### src/rtl/ssm_pkg.sv
// Shared definitions for the shift-and-add modular multiplier family:
// sequencer/multiplier state encodings, default widths and an index-width helper.
package ssm_pkg;

    localparam int SSM_W_DEF = 8;
    localparam int SSM_E_DEF = 8;

    typedef enum logic [2:0] {
        MX_IDLE     = 3'd0,
        MX_CHECK    = 3'd1,
        MX_SQ_GO    = 3'd2,
        MX_SQ_WAIT  = 3'd3,
        MX_MUL_GO   = 3'd4,
        MX_MUL_WAIT = 3'd5,
        MX_NEXT     = 3'd6,
        MX_DONE     = 3'd7
    } mx_state_e;

    typedef enum logic [1:0] {
        MM_IDLE = 2'd0,
        MM_BUSY = 2'd1,
        MM_FIN  = 2'd2
    } mm_state_e;

    // Bit index width for an e-bit exponent (at least one bit).
    function automatic int unsigned idx_width(input int unsigned e);
        return (e > 32'd1) ? $clog2(e) : 32'd1;
    endfunction

endpackage

### src/rtl/ssm_lead_one.sv
// Combinational priority encoder: index of the highest set bit of vec,
// with zero=1 when no bit is set (idx is then 0).
module ssm_lead_one
    import ssm_pkg::*;
#(
    parameter int E = SSM_E_DEF
) (
    input  logic [E-1:0]              vec,
    output logic [idx_width(E)-1:0]   idx,
    output logic                      zero
);

    localparam int unsigned IW = idx_width(E);

    // Ascending scan so the highest set bit is the last one written.
    always_comb begin
        idx  = '0;
        zero = 1'b1;
        for (int i = 0; i < E; i++) begin
            idx  = vec[i] ? IW'(i) : idx;
            zero = zero & ~vec[i];
        end
    end

endmodule

### src/rtl/ssm_modexp_ctrl.sv
// Left-to-right square-and-multiply sequencer driving the ssm modular multiplier.
// Optional build macro SSM_SKIP_LZ_EN: skip squarings of leading exponent zeros.
module ssm_modexp_ctrl
    import ssm_pkg::*;
#(
    parameter int W = SSM_W_DEF,
    parameter int E = SSM_E_DEF
) (
    input  logic         clk,
    input  logic         rst_n,
    input  logic         start,
    input  logic [W-1:0] base,
    input  logic [E-1:0] exp,
    input  logic [W-1:0] modn,
    output logic         ready,
    output logic         done,
    output logic         err,
    output logic [W-1:0] result,
    output logic         mm_start,
    output logic [W-1:0] mm_a,
    output logic [W-1:0] mm_b,
    output logic [W-1:0] mm_n,
    input  logic         mm_ready,
    input  logic [W-1:0] mm_p
);

    localparam int unsigned IW = idx_width(E);

    mx_state_e       state_q, state_d;
    logic [W-1:0]    base_q, base_d;
    logic [E-1:0]    exp_q, exp_d;
    logic [W-1:0]    modn_q, modn_d;
    logic [W-1:0]    r_q, r_d;
    logic [IW-1:0]   idx_q, idx_d;
    logic            first_q, first_d;
    logic            ready_q, ready_d;
    logic            done_q, done_d;
    logic            err_q, err_d;
    logic [W-1:0]    result_q, result_d;
    logic            mm_start_q, mm_start_d;
    logic [W-1:0]    mm_a_q, mm_a_d;
    logic [W-1:0]    mm_b_q, mm_b_d;

`ifdef SSM_SKIP_LZ_EN
    logic [IW-1:0]   lz_idx_s;
    logic            lz_zero_s;

    ssm_lead_one #(.E(E)) u_lead_one (
        .vec  (exp_q),
        .idx  (lz_idx_s),
        .zero (lz_zero_s)
    );
`endif

    // State and datapath registers.
    always_ff @(posedge clk or negedge rst_n) begin
        if (!rst_n) begin
            state_q    <= MX_IDLE;
            base_q     <= '0;
            exp_q      <= '0;
            modn_q     <= '0;
            r_q        <= '0;
            idx_q      <= '0;
            first_q    <= 1'b0;
            ready_q    <= 1'b1;
            done_q     <= 1'b0;
            err_q      <= 1'b0;
            result_q   <= '0;
            mm_start_q <= 1'b0;
            mm_a_q     <= '0;
            mm_b_q     <= '0;
        end else begin
            state_q    <= state_d;
            base_q     <= base_d;
            exp_q      <= exp_d;
            modn_q     <= modn_d;
            r_q        <= r_d;
            idx_q      <= idx_d;
            first_q    <= first_d;
            ready_q    <= ready_d;
            done_q     <= done_d;
            err_q      <= err_d;
            result_q   <= result_d;
            mm_start_q <= mm_start_d;
            mm_a_q     <= mm_a_d;
            mm_b_q     <= mm_b_d;
        end
    end

    // Next-state logic; outputs are decoded from the next state so they register with it.
    always_comb begin
        state_d  = state_q;
        base_d   = base_q;
        exp_d    = exp_q;
        modn_d   = modn_q;
        r_d      = r_q;
        idx_d    = idx_q;
        first_d  = 1'b0;
        err_d    = err_q;
        result_d = result_q;
        mm_a_d   = mm_a_q;
        mm_b_d   = mm_b_q;

        case (state_q)
            MX_IDLE: begin
                if (start) begin
                    base_d   = base;
                    exp_d    = exp;
                    modn_d   = modn;
                    err_d    = 1'b0;
                    result_d = '0;
                    state_d  = MX_CHECK;
                end else begin
                    state_d  = MX_IDLE;
                end
            end
            MX_CHECK: begin
                if ((modn_q == W'(0)) || (base_q >= modn_q)) begin
                    err_d    = 1'b1;
                    result_d = '0;
                    state_d  = MX_DONE;
                end else begin
                    r_d    = (modn_q == W'(1)) ? W'(0) : W'(1);
                    mm_a_d = r_d;
                    mm_b_d = r_d;
`ifdef SSM_SKIP_LZ_EN
                    if (lz_zero_s) begin
                        result_d = r_d;
                        state_d  = MX_DONE;
                    end else begin
                        idx_d    = lz_idx_s;
                        state_d  = MX_SQ_GO;
                    end
`else
                    idx_d   = IW'(E - 1);
                    state_d = MX_SQ_GO;
`endif
                end
            end
            MX_SQ_GO: begin
                first_d = 1'b1;
                state_d = MX_SQ_WAIT;
            end
            // First wait cycle sees the multiplier's stale idle status, so it never completes.
            MX_SQ_WAIT: begin
                if (mm_ready && !first_q) begin
                    r_d = mm_p;
                    if (exp_q[idx_q]) begin
                        mm_a_d  = mm_p;
                        mm_b_d  = base_q;
                        state_d = MX_MUL_GO;
                    end else begin
                        state_d = MX_NEXT;
                    end
                end else begin
                    state_d = MX_SQ_WAIT;
                end
            end
            MX_MUL_GO: begin
                first_d = 1'b1;
                state_d = MX_MUL_WAIT;
            end
            MX_MUL_WAIT: begin
                if (mm_ready && !first_q) begin
                    r_d     = mm_p;
                    state_d = MX_NEXT;
                end else begin
                    state_d = MX_MUL_WAIT;
                end
            end
            MX_NEXT: begin
                if (idx_q == IW'(0)) begin
                    result_d = r_q;
                    state_d  = MX_DONE;
                end else begin
                    idx_d   = idx_q - IW'(1);
                    mm_a_d  = r_q;
                    mm_b_d  = r_q;
                    state_d = MX_SQ_GO;
                end
            end
            MX_DONE: begin
                state_d = MX_IDLE;
            end
            default: begin
                state_d = MX_IDLE;
            end
        endcase

        ready_d    = (state_d == MX_IDLE);
        done_d     = (state_d == MX_DONE);
        mm_start_d = (state_d == MX_SQ_GO) || (state_d == MX_MUL_GO);
    end

    assign ready    = ready_q;
    assign done     = done_q;
    assign err      = err_q;
    assign result   = result_q;
    assign mm_start = mm_start_q;
    assign mm_a     = mm_a_q;
    assign mm_b     = mm_b_q;
    assign mm_n     = modn_q;

endmodule
### config.mk
export PLATFORM = sky130hd
export DESIGN_NAME = ssm_modexp_ctrl
export DESIGN_NICKNAME = d
export VERILOG_FILES = /design/src/rtl/ssm_pkg.sv /design/src/rtl/ssm_lead_one.sv /design/src/rtl/ssm_modexp_ctrl.sv
export SDC_FILE = /design/constraint.sdc
export NUM_CORES = 1
export LEC_CHECK = 0
export CORE_UTILIZATION = 35
export DETAILED_ROUTE_END_ITERATION = 8
export SYNTH_ARGS = -nofsm -noshare
export SYNTH_HDL_FRONTEND = slang
export SYNTH_SLANG_ARGS = --single-unit
### constraint.sdc
create_clock -name clk -period 4.9 [get_ports clk]
set_input_delay 1.225 -clock clk [delete_from_list [all_inputs] [get_ports clk]]
set_output_delay 1.225 -clock clk [all_outputs]
set_load 0.03 [all_outputs]
==> results.ini <==
[run_status]
status = finished clean

[sta]
max_slew_margin = 0.259
worstMarginPinSlew_ns = 1.11
min_period_ns = 3.20
maxSlewViolCount = 0
fin_crit_sh = 0.653
hold_viol = 0
setup_violations = 0
fin_ws_ns = 1.70
rsz0062_at_grt = false
fmax_ghz = 0.313
hold_ws_ns = 0.500
tns_ns = 0
clock_skew_ns = 0.0104

[global_routing]
antenna_found_initial = 0
overflow = 0
grt_first_pass_wirelength_mm = 12.7
groute.usage.overall = 0.165
grt_max_degree = 39
grt_pass1_vias = 2522

[placement]
place.gp.congestion = 0.786
dpl_worst_slack_ns = 1.36
port_buffers = 71
place_hpwl_mm = 5.61

[routing]
drc = 0
dr_total_vias = 2510
dr.pass1.iters = 4
met3WireLength_um = 251
wl_per_cell_um = 15.2
via_per_inst = 4.89
ant_nets = 0
routed-wl-met2_mm = 3.76
first_iter_violations = 109
drt-total-wl_mm = 7.78
drt-met1-wl_mm = 3.62
topRoutingLayerUsed = met4

[critical_path]
r2r_cells = 6
critPathArrivalTime_ns = 3.43
cp-start-kind = primary input
required_ns = 5.13
reg2reg_to = mm_a[4]
worstSetupPathType = in -> reg
worstPathCellList = clkdlybuf4s50_1, nor2b_1, o22ai_1, o2bb2ai_2, xor2_2, nand3_4, mux2_4
reg2reg_slack_ns = 1.88
critPathMaxFanout = 17
cpPeakStageDelay_ns = 0.44
timing.rr.start = state_q[0]
crit_slowest_cell = clkdlybuf4s50_1
critPathCaptureType = flop

[yosys]
syn_nets = 356
synth_enable_flop_cells = 0
ys_types = 49
synth_top_area_cell = dfrtp_1
synth_top_area_share = 0.487
synth.area.top_cells = dfrtp_1 49%, mux2_2 8.0%, nand2_1 4.8%
synthCells = 310
ys_ff_latch = 67
ys_async_sr_fraction = 1.00
ys_seq_area_frac = 0.494
yosysWarnings = 0
avgSynthCellArea_um2 = 11.0
netlist_area_um2 = 3390
synth_ff_type = dfrtp_1

[min_path]
hold_class = reg -> reg
whs_path_depth = 1
min-delay-start = result[1]
whs_endpoint = result[1]

[die]
start_util = 0.364
core-area_um2 = 9330
die_h_um = 100
rows = 35
ios = 72
die_width_um = 100
die_area_um2 = 10100

[pwr]
power.density_nw_per_um2 = 644
power_mw = 2.84
p_leak_nw = 1.99
peakVddDrop_mv = 0.202

[run]
maxCapViolations = 0

[final_layout]
multi_input_area_um2 = 1570
regArea_um2 = 1680
final_util = 0.473
antenna_cells = 0
fin_nets = 425
syn_to_final_growth_pct = 29.9
drive_gt1_frac = 0.182
num-fill-cells = 884

[clock_network]
ctsLongestPathBuffers = 2
clk_pin_slew_ns = 0.07
cts_resized = 0
clk_latency_ns = 0.35
cts_root_buf = clkbuf_8
clock-sinks = 67
cts_hold_buffers = 0
post-cts-setup-buffers = 0
cts_tree = done
tritoncts.num_buffers = 9
cts_htree_levels = 3

-- placed cells by master (no fill, tap or decap), types with 2 or more instances in the layout --
cell,n
a21bo_2,8
a21boi_0,15
a21oi_1,4
and3_1,2
buf_4,3
clkbuf_8,10
clkdlybuf4s50_1,70
clkinv_2,3
dfrtp_1,66
ha_1,10
inv_1,20
mux2_2,24
mux2_4,9
mux2i_1,10
nand2_1,43
nand2b_1,6
nand4_1,9
nor2_1,10
nor2b_1,6
nor4_1,3
o21a_1,2
o21ai_0,18
o21ai_2,3
-- kinds of logic (layout without fill, tap and decap cells) --
logic type,after synthesis,count (layout),synth area share
xor+xnor,2,2,0.00737
fa+ha+maj,10,10,0.0369
mux,44,44,0.156
flops,67,67,0.494
simple gates,87,87,0.126
buf+inv,37,111,0.0435
compound gates,63,63,0.136
-- worst max-delay path by stage --
| stage | startpoint | end | slack, ns | cells after the start |
|---|---|---|---|---|
| 2_1_floorplan | mm_ready | mm_a[0] | 2.14 | 7 |
| 3_3_place_gp | mm_ready | mm_a[5] | 1.43 | 7 |
| 3_5_place_dp | mm_ready | mm_a[5] | 1.36 | 7 |
| 4_1_cts | mm_ready | mm_a[4] | 1.73 | 7 |
| 5_1_grt | mm_ready | mm_a[4] | 1.58 | 7 |
| 6_report | mm_ready | mm_a[4] | 1.70 | 7 |
-- flip-flops by register name, summed over array words and instances, names as in the netlist, 3 cells and up --
name,flops
base_q,8
state_q,3
exp_q,8
idx_q,3
mm_a,8
r_q,8
mm_n,8
result,8
mm_b,8
-- through the flow --
stage	instance area, µm²	cells
2_1_floorplan	3390	310
3_3_place_gp	4220	497
3_5_place_dp	4220	497
4_1_cts	4410	513
5_1_grt	4410	513
6_report	4410	513
-- layout make-up --
| type | count | area share |
|---|---|---|
| flip-flops and latches | 67 | 0.381 |
| clock buffers | 11 | 0.0321 |
| well taps | 129 | 0.0366 |
| clock inverters | 5 | 0.0119 |
| inverters | 21 | 0.0179 |
| multi-input cells | 206 | 0.356 |
| repair buffers | 74 | 0.165 |
-- synth_stat cells (all sizes together) (2+ instances only) --
| master | number |
|---|---|
| nand3 | 2 |
| mux2i | 10 |
| nor2 | 10 |
| buf | 3 |
| nand4 | 9 |
| a21oi | 4 |
| nor4 | 3 |
| a21bo | 8 |
| nand2b | 6 |
| clkbuf | 13 |
| inv | 21 |
| mux2 | 33 |
| and3 | 2 |
| nor2b | 6 |
| ha | 10 |
| a21boi | 15 |
| dfrtp | 66 |
| o21ai | 22 |
| nand2 | 43 |
| o21a | 2 |
-- where the power goes --
| part | leakage [nW] | internal, mW | switching [mW] |
|---|---|---|---|
| clock | 0.0991 | 0.246 | 0.213 |
| sequential | 0.837 | 0.775 | 0.204 |
| combinational | 1.06 | 0.667 | 0.736 |
-- layer usage --
metal	global-route usage	vias to the layer above
li1	-	1213
met1	0.228	1236
met2	0.255	49
met4	0.0758	0
met5	0	-
met3	0.0284	12
-- critical path: cells and delay by family --
kind | cells | cell delay (ns)
compound gates | 2 | 0.49
xor+xnor | 1 | 0.21
buf+inv | 1 | 0.44
mux | 1 | 0.40
simple gates | 2 | 0.64
Power figures use the tool's default switching activity.
